`config.mk`:
```
export PLATFORM = sky130hd
export DESIGN_NAME = cpu_boot_sequencer_flat
export DESIGN_NICKNAME = d
export VERILOG_FILES = /design/src/rtl/cpu_boot_sequencer_if.sv /design/src/rtl/cpu_boot_sequencer.sv /design/src/flat_wrapper.sv
export SDC_FILE = /design/constraint.sdc
export NUM_CORES = 1
export LEC_CHECK = 0
export ABC_AREA = 1
export ABC_CLOCK_PERIOD_IN_PS = 2400
export CAP_MARGIN = 5
export CORE_MARGIN = 3
export CORE_UTILIZATION = 40
export CTS_BUF_LIST = sky130_fd_sc_hd__clkbuf_4 sky130_fd_sc_hd__clkbuf_8
export DETAILED_ROUTE_END_ITERATION = 10
export SLEW_MARGIN = 10
export SYNTH_ARGS = -nofsm -noshare
export SYNTH_HDL_FRONTEND = slang
export SYNTH_SLANG_ARGS = --single-unit
```
`constraint.sdc`:
```
create_clock -name clk -period 2.4 [get_ports clk]
set_input_delay 0.6 -clock clk [delete_from_list [all_inputs] [get_ports clk]]
set_output_delay 0.6 -clock clk [all_outputs]
set_load 0.1 [all_outputs]
```
`src/rtl/cpu_boot_sequencer_if.sv`:
```
// cpu_boot_sequencer_if
// Bundles the host-facing control signals, the program byte stream and the
// CPU load/enable port of the boot sequencer.
//   start, len, run_cycles  : host -> sequencer, sequence request
//   in_valid, in_data       : byte source -> sequencer
//   in_ready                : sequencer -> byte source
//   mem_load, mem_data,
//   mem_address, cpu_en     : sequencer -> CPU
//   busy, done              : sequencer -> host status
// master = host/harness side, slave = sequencer side.
interface cpu_boot_sequencer_if #(
    parameter int WORDSIZE       = 8,
    parameter int MEMADDRESSSIZE = 8,
    parameter int RUNCNTSIZE     = 16
);
    logic                      start;
    logic [MEMADDRESSSIZE-1:0] len;
    logic [RUNCNTSIZE-1:0]     run_cycles;
    logic                      in_valid;
    logic [WORDSIZE-1:0]       in_data;
    logic                      in_ready;
    logic                      mem_load;
    logic [WORDSIZE-1:0]       mem_data;
    logic [MEMADDRESSSIZE-1:0] mem_address;
    logic                      cpu_en;
    logic                      busy;
    logic                      done;

    modport master (
        output start, len, run_cycles, in_valid, in_data,
        input  in_ready, mem_load, mem_data, mem_address, cpu_en, busy, done
    );

    modport slave (
        input  start, len, run_cycles, in_valid, in_data,
        output in_ready, mem_load, mem_data, mem_address, cpu_en, busy, done
    );
endinterface

```
`src/rtl/cpu_boot_sequencer.sv`:
```
// cpu_boot_sequencer
// Sequences the 8-bit stack CPU through a load phase (program image streamed
// from a valid/ready byte source into CPU memory) and a run phase (cpu_en held
// for a programmed number of cycles), then pulses done.
// Ports:
//   clk   rising-edge clock
//   rst   synchronous active-high reset
//   step  (only with CPU_BOOT_SEQUENCER_STEP_EN) single-step request
//   bus   cpu_boot_sequencer_if.slave: start/len/run_cycles, in_valid/in_data/
//         in_ready, mem_load/mem_data/mem_address, cpu_en, busy, done
// Build option: define CPU_BOOT_SEQUENCER_STEP_EN to make RUN issue one cpu_en
// pulse per sampled step instead of enabling continuously.
// All outputs are registered except in_ready, which decodes the LOAD state.
module cpu_boot_sequencer #(
    parameter int WORDSIZE       = 8,
    parameter int MEMADDRESSSIZE = 8,
    parameter int RUNCNTSIZE     = 16
)(
    input logic clk,
    input logic rst,
`ifdef CPU_BOOT_SEQUENCER_STEP_EN
    input logic step,
`endif
    cpu_boot_sequencer_if.slave bus
);
    typedef enum logic [2:0] {IDLE, LOAD, SETTLE, RUN, DONE} state_t;

    localparam logic [MEMADDRESSSIZE:0] BYTE_ONE = 1;
    localparam logic [RUNCNTSIZE-1:0]   RUN_ONE  = 1;

    state_t                    state, state_n;
    logic [MEMADDRESSSIZE-1:0] len_q, len_n;
    logic [RUNCNTSIZE-1:0]     rc_q, rc_n;
    // One bit wider than an address so the index never aliases len.
    logic [MEMADDRESSSIZE:0]   byte_cnt, byte_cnt_n;
    logic [RUNCNTSIZE-1:0]     run_cnt, run_cnt_n;
    logic                      mem_load_q, mem_load_n;
    logic [WORDSIZE-1:0]       mem_data_q, mem_data_n;
    logic [MEMADDRESSSIZE-1:0] mem_address_q, mem_address_n;
    logic                      cpu_en_q, cpu_en_n;
    logic                      busy_q, done_q;
    logic [MEMADDRESSSIZE:0]   last_index;

    assign last_index = {1'b0, len_q} - BYTE_ONE;

    // State and output registers; reset clears everything including counters.
    always_ff @(posedge clk) begin
        if (rst) begin
            state         <= IDLE;
            len_q         <= '0;
            rc_q          <= '0;
            byte_cnt      <= '0;
            run_cnt       <= '0;
            mem_load_q    <= 1'b0;
            mem_data_q    <= '0;
            mem_address_q <= '0;
            cpu_en_q      <= 1'b0;
            busy_q        <= 1'b0;
            done_q        <= 1'b0;
        end else begin
            state         <= state_n;
            len_q         <= len_n;
            rc_q          <= rc_n;
            byte_cnt      <= byte_cnt_n;
            run_cnt       <= run_cnt_n;
            mem_load_q    <= mem_load_n;
            mem_data_q    <= mem_data_n;
            mem_address_q <= mem_address_n;
            cpu_en_q      <= cpu_en_n;
            // busy/done are computed from the next state so they line up
            // with the state they describe.
            busy_q        <= (state_n != IDLE);
            done_q        <= (state_n == DONE);
        end
    end

    // Next-state and next-output logic.
    always_comb begin
        state_n       = state;
        len_n         = len_q;
        rc_n          = rc_q;
        byte_cnt_n    = byte_cnt;
        run_cnt_n     = run_cnt;
        mem_load_n    = 1'b0;
        mem_data_n    = mem_data_q;
        mem_address_n = mem_address_q;
        cpu_en_n      = 1'b0;

        case (state)
            IDLE: begin
                if (bus.start) begin
                    len_n      = bus.len;
                    rc_n       = bus.run_cycles;
                    byte_cnt_n = '0;
                    run_cnt_n  = '0;
                    state_n    = (bus.len != '0) ? LOAD : SETTLE;
                end
            end
            LOAD: begin
                // in_ready is high throughout LOAD, so valid alone is an accept.
                if (bus.in_valid) begin
                    mem_load_n    = 1'b1;
                    mem_data_n    = bus.in_data;
                    mem_address_n = byte_cnt[MEMADDRESSSIZE-1:0];
                    byte_cnt_n    = byte_cnt + BYTE_ONE;
                    if (byte_cnt == last_index) begin
                        state_n = SETTLE;
                    end
                end
            end
            SETTLE: begin
                // The final byte's mem_load is on the wire this cycle; the
                // CPU finishes its load-time reset before enable rises.
                run_cnt_n = '0;
                if (rc_q != '0) begin
                    state_n = RUN;
`ifndef CPU_BOOT_SEQUENCER_STEP_EN
                    cpu_en_n = 1'b1;
`endif
                end else begin
                    state_n = DONE;
                end
            end
            RUN: begin
`ifdef CPU_BOOT_SEQUENCER_STEP_EN
                // run_cnt counts pulses issued; leave once the last one is out.
                if (run_cnt == rc_q) begin
                    state_n = DONE;
                end else if (step) begin
                    cpu_en_n  = 1'b1;
                    run_cnt_n = run_cnt + RUN_ONE;
                end
`else
                if (run_cnt == rc_q - RUN_ONE) begin
                    state_n = DONE;
                end else begin
                    cpu_en_n  = 1'b1;
                    run_cnt_n = run_cnt + RUN_ONE;
                end
`endif
            end
            DONE: begin
                state_n = IDLE;
            end
            default: begin
                state_n = IDLE;
            end
        endcase
    end

    assign bus.in_ready    = (state == LOAD);
    assign bus.mem_load    = mem_load_q;
    assign bus.mem_data    = mem_data_q;
    assign bus.mem_address = mem_address_q;
    assign bus.cpu_en      = cpu_en_q;
    assign bus.busy        = busy_q;
    assign bus.done        = done_q;
endmodule

```
`src/flat_wrapper.sv`:
```
// flat-port wrapper written by rule: the top's interface ports become plain ports
module cpu_boot_sequencer_flat 
#(
    parameter int WORDSIZE       = 8,
    parameter int MEMADDRESSSIZE = 8,
    parameter int RUNCNTSIZE     = 16
)
  (clk, rst, bus_start, bus_len, bus_run_cycles, bus_in_valid, bus_in_data, bus_in_ready, bus_mem_load, bus_mem_data, bus_mem_address, bus_cpu_en, bus_busy, bus_done);
  cpu_boot_sequencer_if #(.WORDSIZE(WORDSIZE), .MEMADDRESSSIZE(MEMADDRESSSIZE), .RUNCNTSIZE(RUNCNTSIZE)) bus_i ();
  input logic clk;
  input logic rst;
  input wire logic [$bits(bus_i.start)-1:0] bus_start;
  input wire logic [$bits(bus_i.len)-1:0] bus_len;
  input wire logic [$bits(bus_i.run_cycles)-1:0] bus_run_cycles;
  input wire logic [$bits(bus_i.in_valid)-1:0] bus_in_valid;
  input wire logic [$bits(bus_i.in_data)-1:0] bus_in_data;
  output wire logic [$bits(bus_i.in_ready)-1:0] bus_in_ready;
  output wire logic [$bits(bus_i.mem_load)-1:0] bus_mem_load;
  output wire logic [$bits(bus_i.mem_data)-1:0] bus_mem_data;
  output wire logic [$bits(bus_i.mem_address)-1:0] bus_mem_address;
  output wire logic [$bits(bus_i.cpu_en)-1:0] bus_cpu_en;
  output wire logic [$bits(bus_i.busy)-1:0] bus_busy;
  output wire logic [$bits(bus_i.done)-1:0] bus_done;
  assign bus_i.start = bus_start;
  assign bus_i.len = bus_len;
  assign bus_i.run_cycles = bus_run_cycles;
  assign bus_i.in_valid = bus_in_valid;
  assign bus_i.in_data = bus_in_data;
  assign bus_in_ready = bus_i.in_ready;
  assign bus_mem_load = bus_i.mem_load;
  assign bus_mem_data = bus_i.mem_data;
  assign bus_mem_address = bus_i.mem_address;
  assign bus_cpu_en = bus_i.cpu_en;
  assign bus_busy = bus_i.busy;
  assign bus_done = bus_i.done;
  cpu_boot_sequencer #(.WORDSIZE(WORDSIZE), .MEMADDRESSSIZE(MEMADDRESSSIZE), .RUNCNTSIZE(RUNCNTSIZE)) u_core (.clk(clk), .rst(rst), .bus(bus_i));
endmodule
```
**Word-level counts from Yosys, hierarchy flattened**

Cells that the tools add are included.

- Output and inout bits: 21
- Bits in latches: 0
- Bits in writable memories: 0
- Word-level logic and storage cells: 53
- Register bits: 72
- Memories kept: 0
- Input bits: 36
- Bits in read-only memories: 0

- Reductions and logical operators: 11
- Magnitude comparators: 0
- Div/mod/pow operators: 0
- Bitwise gates (word level): 1
- Muxes and demuxes: 17
- Shift-type cells: 0
- Equality and inequality tests: 9
- Add/sub/neg operators: 4
- Multipliers: 0

Operators by type and width:

| kind | number |
|---|---|
| 16-bit one-hot mux with 3 select lines | 1 |
| 16-bit two-way mux | 2 |
| 9-bit two-way mux | 2 |
| 9-bit one-hot mux with 2 select lines | 1 |
| 16-bit by 1-bit adder with 16-bit output (second input constant) | 1 |
| 16-bit equality test | 1 |
| 16-bit nonzero test | 1 |
| 16-bit by 1-bit subtractor with 16-bit output (second input constant) | 1 |
| 3-bit two-way mux | 5 |
| 3-bit one-hot mux with 4 select lines | 1 |
| 9-bit by 1-bit adder with 9-bit output (second input constant) | 1 |
| 9-bit equality test | 1 |
| 8-bit by 1-bit subtractor with 9-bit output (second input constant) | 1 |
| 8-bit nonzero test | 1 |
| 3-bit by 2-bit equality test with 1-bit output (second input constant) | 2 |
| 2-bit != test (second input constant) | 3 |
| 3-bit AND reduction | 2 |
| 3-bit nonzero test | 2 |
| 2-bit AND reduction | 2 |
| 3-bit by 1-bit equality test with 1-bit output (second input constant) | 1 |
| 3-bit equality test (second input constant) | 1 |
| 3-bit logical NOT | 1 |
| 1-bit two-way mux | 3 |
| 2-bit two-way mux | 1 |
| 4 further kinds | 4 |

**Logic depth before layout (Yosys ltp)**

- Depth in word-level cells: 6
- Depth in mapped cells: 16
- Mapped depth without buffers: 16

**Worst setup path after synthesis**

No wires, ideal clock.

- Path type: register -> register
- Start point: register u_core.state[1]
- End point: register u_core.byte_cnt[4]
- Setup slack: -0.627 ns
- Path buffers: 0
- Cell stages (with the launch flop): 10
- Library setup time: 0.070 ns
- Period minus slack after synthesis: 3.027 ns
- Data arrival time: 2.957 ns
- Required time: 2.330 ns
- Path through: dfxtp_1 > nor2_1 > inv_1 > nor2_1 > nand2_1 > nand2_1 > inv_1 > nor3_1 > nand2_1 > a21oi_1

- Longest elaborated chain between the ends: 3
- Elaborated cells between the ends (all ways): 7
- Those cells by class: 3 x eq/ne; 1 x mux; 3 x reduce/logical

RTL lines:

| what | RTL line | source |
|---|---|---|
| start, declared | cpu_boot_sequencer.sv:31 | `state_t state, state_n;` |
| start signal, assigned | cpu_boot_sequencer.sv:61 | `state <= state_n;` |
| 3-bit by 1-bit equality test with 1-bit output (*) | -- |  |
| named net bus_in_ready | flat_wrapper.sv:17 | `output wire logic [$bits(bus_i.in_ready)-1:0] bus_in_ready;` |
| 2-bit != test (no source line) or 2-bit nonzero test (tied branches) | -- |  |
| 3-bit AND reduction (no source line) | -- |  |
| end signal, assigned | cpu_boot_sequencer.sv:64 | `byte_cnt <= byte_cnt_n;` |
| end, declared | cpu_boot_sequencer.sv:35 | `logic [MEMADDRESSSIZE:0] byte_cnt, byte_cnt_n;` |

The timed path passes the listed nets; every way through them passes the cells marked *.
A chain may end at the register's enable or synchronous reset.

**Worst setup path after layout**

- Start point: register u_core.rc_q[1]
- End point: register u_core.run_cnt[1]

- Longest elaborated chain between the ends: 4

RTL lines:

| what | RTL line | source |
|---|---|---|
| start, declared | cpu_boot_sequencer.sv:33 | `logic [RUNCNTSIZE-1:0] rc_q, rc_n;` |
| start signal, assigned | cpu_boot_sequencer.sv:63 | `rc_q <= rc_n;` |
| 16-bit by 1-bit subtractor with 16-bit output | cpu_boot_sequencer.sv:134 | `if (run_cnt == rc_q - RUN_ONE) begin` |
| 16-bit equality test | cpu_boot_sequencer.sv:134 |  |
| 2-bit != test (no source line) | -- |  |
| 3-bit AND reduction (no source line) | -- |  |
| end signal, assigned | cpu_boot_sequencer.sv:65 | `run_cnt <= run_cnt_n;` |
| end, declared | cpu_boot_sequencer.sv:36 | `logic [RUNCNTSIZE-1:0] run_cnt, run_cnt_n;` |

No other way between the ends.

==> impl_metrics.toml <==
[drt]
drt-initial-drc-count = 168
dr.pass1.iters = 4
wl_per_cell_um = 14.1
ant_nets = 0
via_per_inst = 5.12
drc = 0
wl_mm = 11.3
vias = 4097

[sta]
finalHoldViolCount = 0
rsz0062_at_grt = "false"
slew_headroom_pct = 67.1
hold_ws_ps = 466
setup_violations = 0
fmax_ghz = 0.471
worstMarginPinSlew_ps = 493
maxSlewViolCount = 0
skew_ps = 7.25
tns_ps = 0
fin_crit_ps = 2130
final_min_period_over_clock_period_pct = 88.5

[clock_tree]
clk_latency_ps = 350
cts_tree = "done"
h-tree-depth = 3
root_buffer = "clkbuf_8"
clkTransAtPathRegs_ps = 80
clock_sinks = 72
numCtsBuffers = 9
clock_path_buffers = 2
postCtsHoldBufs = 0

[job]
cap_violations = 0

[yosys]
yosysTopAreaCellShare_pct = 35.2
synth_cell_types = 38
yosysTopAreaCell = "dfxtp_1"
synthesis.nets = 644
ys_warn_count = 0
syn_area_um2 = 4090
yosysSeqAreaShare_pct = 35.2
netlist_top_cells_area = "dfxtp_1 (35%), nand2_1 (13%), a21oi_1 (7.7%), nor2_1 (6.2%), xor2_1 (5.1%)"
ys_ff_latch = 72
syn-mean-instance-area_um2 = 6.78
syn_inst = 604

[pwr]
vdd_drop_max_uv = 328
p_per_area_nw_per_um2 = 599
sw_frac_of_total_pct = 33.9
p_comb_share_pct = 25.4
p_int_w = 0.00199
p_sw_w = 0.00102
power_leakage_nw = 1.92
pwr-share-clk_pct = 31.2
p_seq_share_pct = 43.3

[grt]
antenna_found_initial = 0
grtUsageTotal_pct = 20.4
overflow = 0
grt_max_degree = 43
grt_pass1_wl_mm = 18.8
grt_pass1_vias = 3935

[floorplan]
rows = 36
die_w_um = 107
ios = 57
start_util_pct = 41.5
die_y_um = 107
die_area_um2 = 11500
coreArea_um2 = 9860

[final_layout]
areaGrowthSynthToFinish_pct = 22.6
fillers = 1004
multi_input_area_um2 = 2390
fin_cells = 800
fin_util_pct = 50.8
drive_above_1_share_pct = 10.6
layout.nets = 704
insertedDiodeCount = 0
seqCellArea_um2 = 1440

[place]
hpwl_mm = 8.33
placedCellCount = 782
gp_congestion = 0.897
portBuffers = 56

[critical_path]
reg2reg_from = "u_core.rc_q[1]"
arrival_ps = 2370
cp-end-kind = "register"
crit_type = "reg2reg"
crit_path_max_fanout = 8
startpoint_type = "register"
startpoint = "u_core.rc_q[1]"
required_ps = 2650

[worst_hold_path]
min-delay-start = "u_core.bus.mem_data[7]"
min_path_type = "reg2reg"

[outcome]
status = "finished clean"
-- Yosys cell counts (all sizes together) --
library cell,number
and2,1
o21ai,23
clkinv,1
buf,4
nand4,23
xnor2,14
nor3,13
o311ai,1
and3,1
a211oi,1
ha,4
a21oi,64
inv,55
o22ai,2
dfxtp,72
o21a,1
nor2,78
o211ai,2
nor4,9
nor3b,2
clkbuf,18
xor2,24
o21bai,1
nand3b,3
nand3,42
nand2,145
-- repair_timing --
item,in CTS,in global routing
buffers inserted,0,3
setup endpoints to repair,0,16
gates resized for setup,0,5
-- sequential cells by signal, indices dropped and copies added, names as in the netlist --
name and flops:
u_core.bus.mem_address 8, u_core.rc_q 16, u_core.state 3, u_core.run_cnt 16, u_core.bus.mem_load 1, u_core.bus.busy 1
u_core.bus.mem_data 8, u_core.len_q 8, u_core.bus.done 1, u_core.bus.cpu_en 1, u_core.byte_cnt 9
-- through the flow --
stage	area (µm²)	total power, W	worst slack (ps)
floorplan	4100	0.00188	399
global placement	4770	0.00207	120
detailed placement	4770	0.00208	104
CTS	4960	0.00302	74.3
global route	5020	0.00318	33.0
finish	5020	0.00300	275
-- power groups by stage --
stage	logic (W)	clock network [W]	registers, W
CTS	0.000751	0.000968	0.00130
finish	0.000764	0.000938	0.00130
global placement	0.000744	0	0.00133
floorplan	0.000469	0	0.00141
global route	0.000851	0.00102	0.00131
detailed placement	0.000750	0	0.00133
-- worst max-delay path, cell delays in order (launching register included) --
cell     delay [ps]
dfxtp_1         350
inv_1            80
ha_4            270
nor2_1           40
nor3b_2         230
nand3_1         160
nor3_4          250
nand4_4         230
nand3_4         230
nand2_1          70
nand2_1          60
nor2_1           40
-- logic make-up (layout without fill, tap and decap cells) --
kind of cell	after synthesis	in the layout	share of synthesized area, %
adder cells (fa/ha/maj)	4	4	1.22
flip-flops	72	72	35.2
AND/OR/NAND/NOR	317	318	35.7
AO/OA/AOI/OAI	95	95	12.2
buffers and inverters	78	140	7.52
XOR/XNOR	38	38	8.13
-- cell type report --
cell class | instances | share of cell area, %
Inverter | 56 | 4.19
Tap cell | 133 | 3.32
Sequential cell | 72 | 28.7
Multi-Input combinational cell | 455 | 47.6
Clock inverter | 5 | 1.20
Clock buffer | 9 | 2.47
Timing Repair Buffer | 70 | 12.5
-- layout by cell type (no fill, tap or decap), types with 8 or more instances in the layout --
| cell | count |
|---|---|
| nand4_1 | 22 |
| nor3_1 | 12 |
| buf_4 | 34 |
| nor4_1 | 9 |
| inv_1 | 54 |
| clkdlybuf4s50_1 | 35 |
| nor2_1 | 66 |
| dfxtp_1 | 72 |
| nand3_1 | 40 |
| xor2_1 | 24 |
| nor2_2 | 8 |
| a21oi_1 | 63 |
| o21ai_0 | 22 |
| xnor2_1 | 14 |
| clkbuf_8 | 9 |
| nand2_1 | 144 |
-- path summary, 6_finish.rpt --
kind | cells after the start | slack (ps) | endpoint
max | 11 | 270 | u_core.run_cnt[1]
min | 2 | 470 | u_core.bus.mem_data[7]
max reg2reg | 11 | 270 | u_core.run_cnt[1]
min reg2reg | 2 | 470 | u_core.bus.mem_data[7]
-- per-layer routing --
metal	GRT usage (%)	share of wire (%)	vias to the layer above
met2	35.5	50	78
met3	4.46	4.4	11
li1	-	-	2108
met4	5.57	1.4	0
met5	0	0	-
met1	25.3	44	1900
Note: power is estimated with default switching activity, not from simulation.
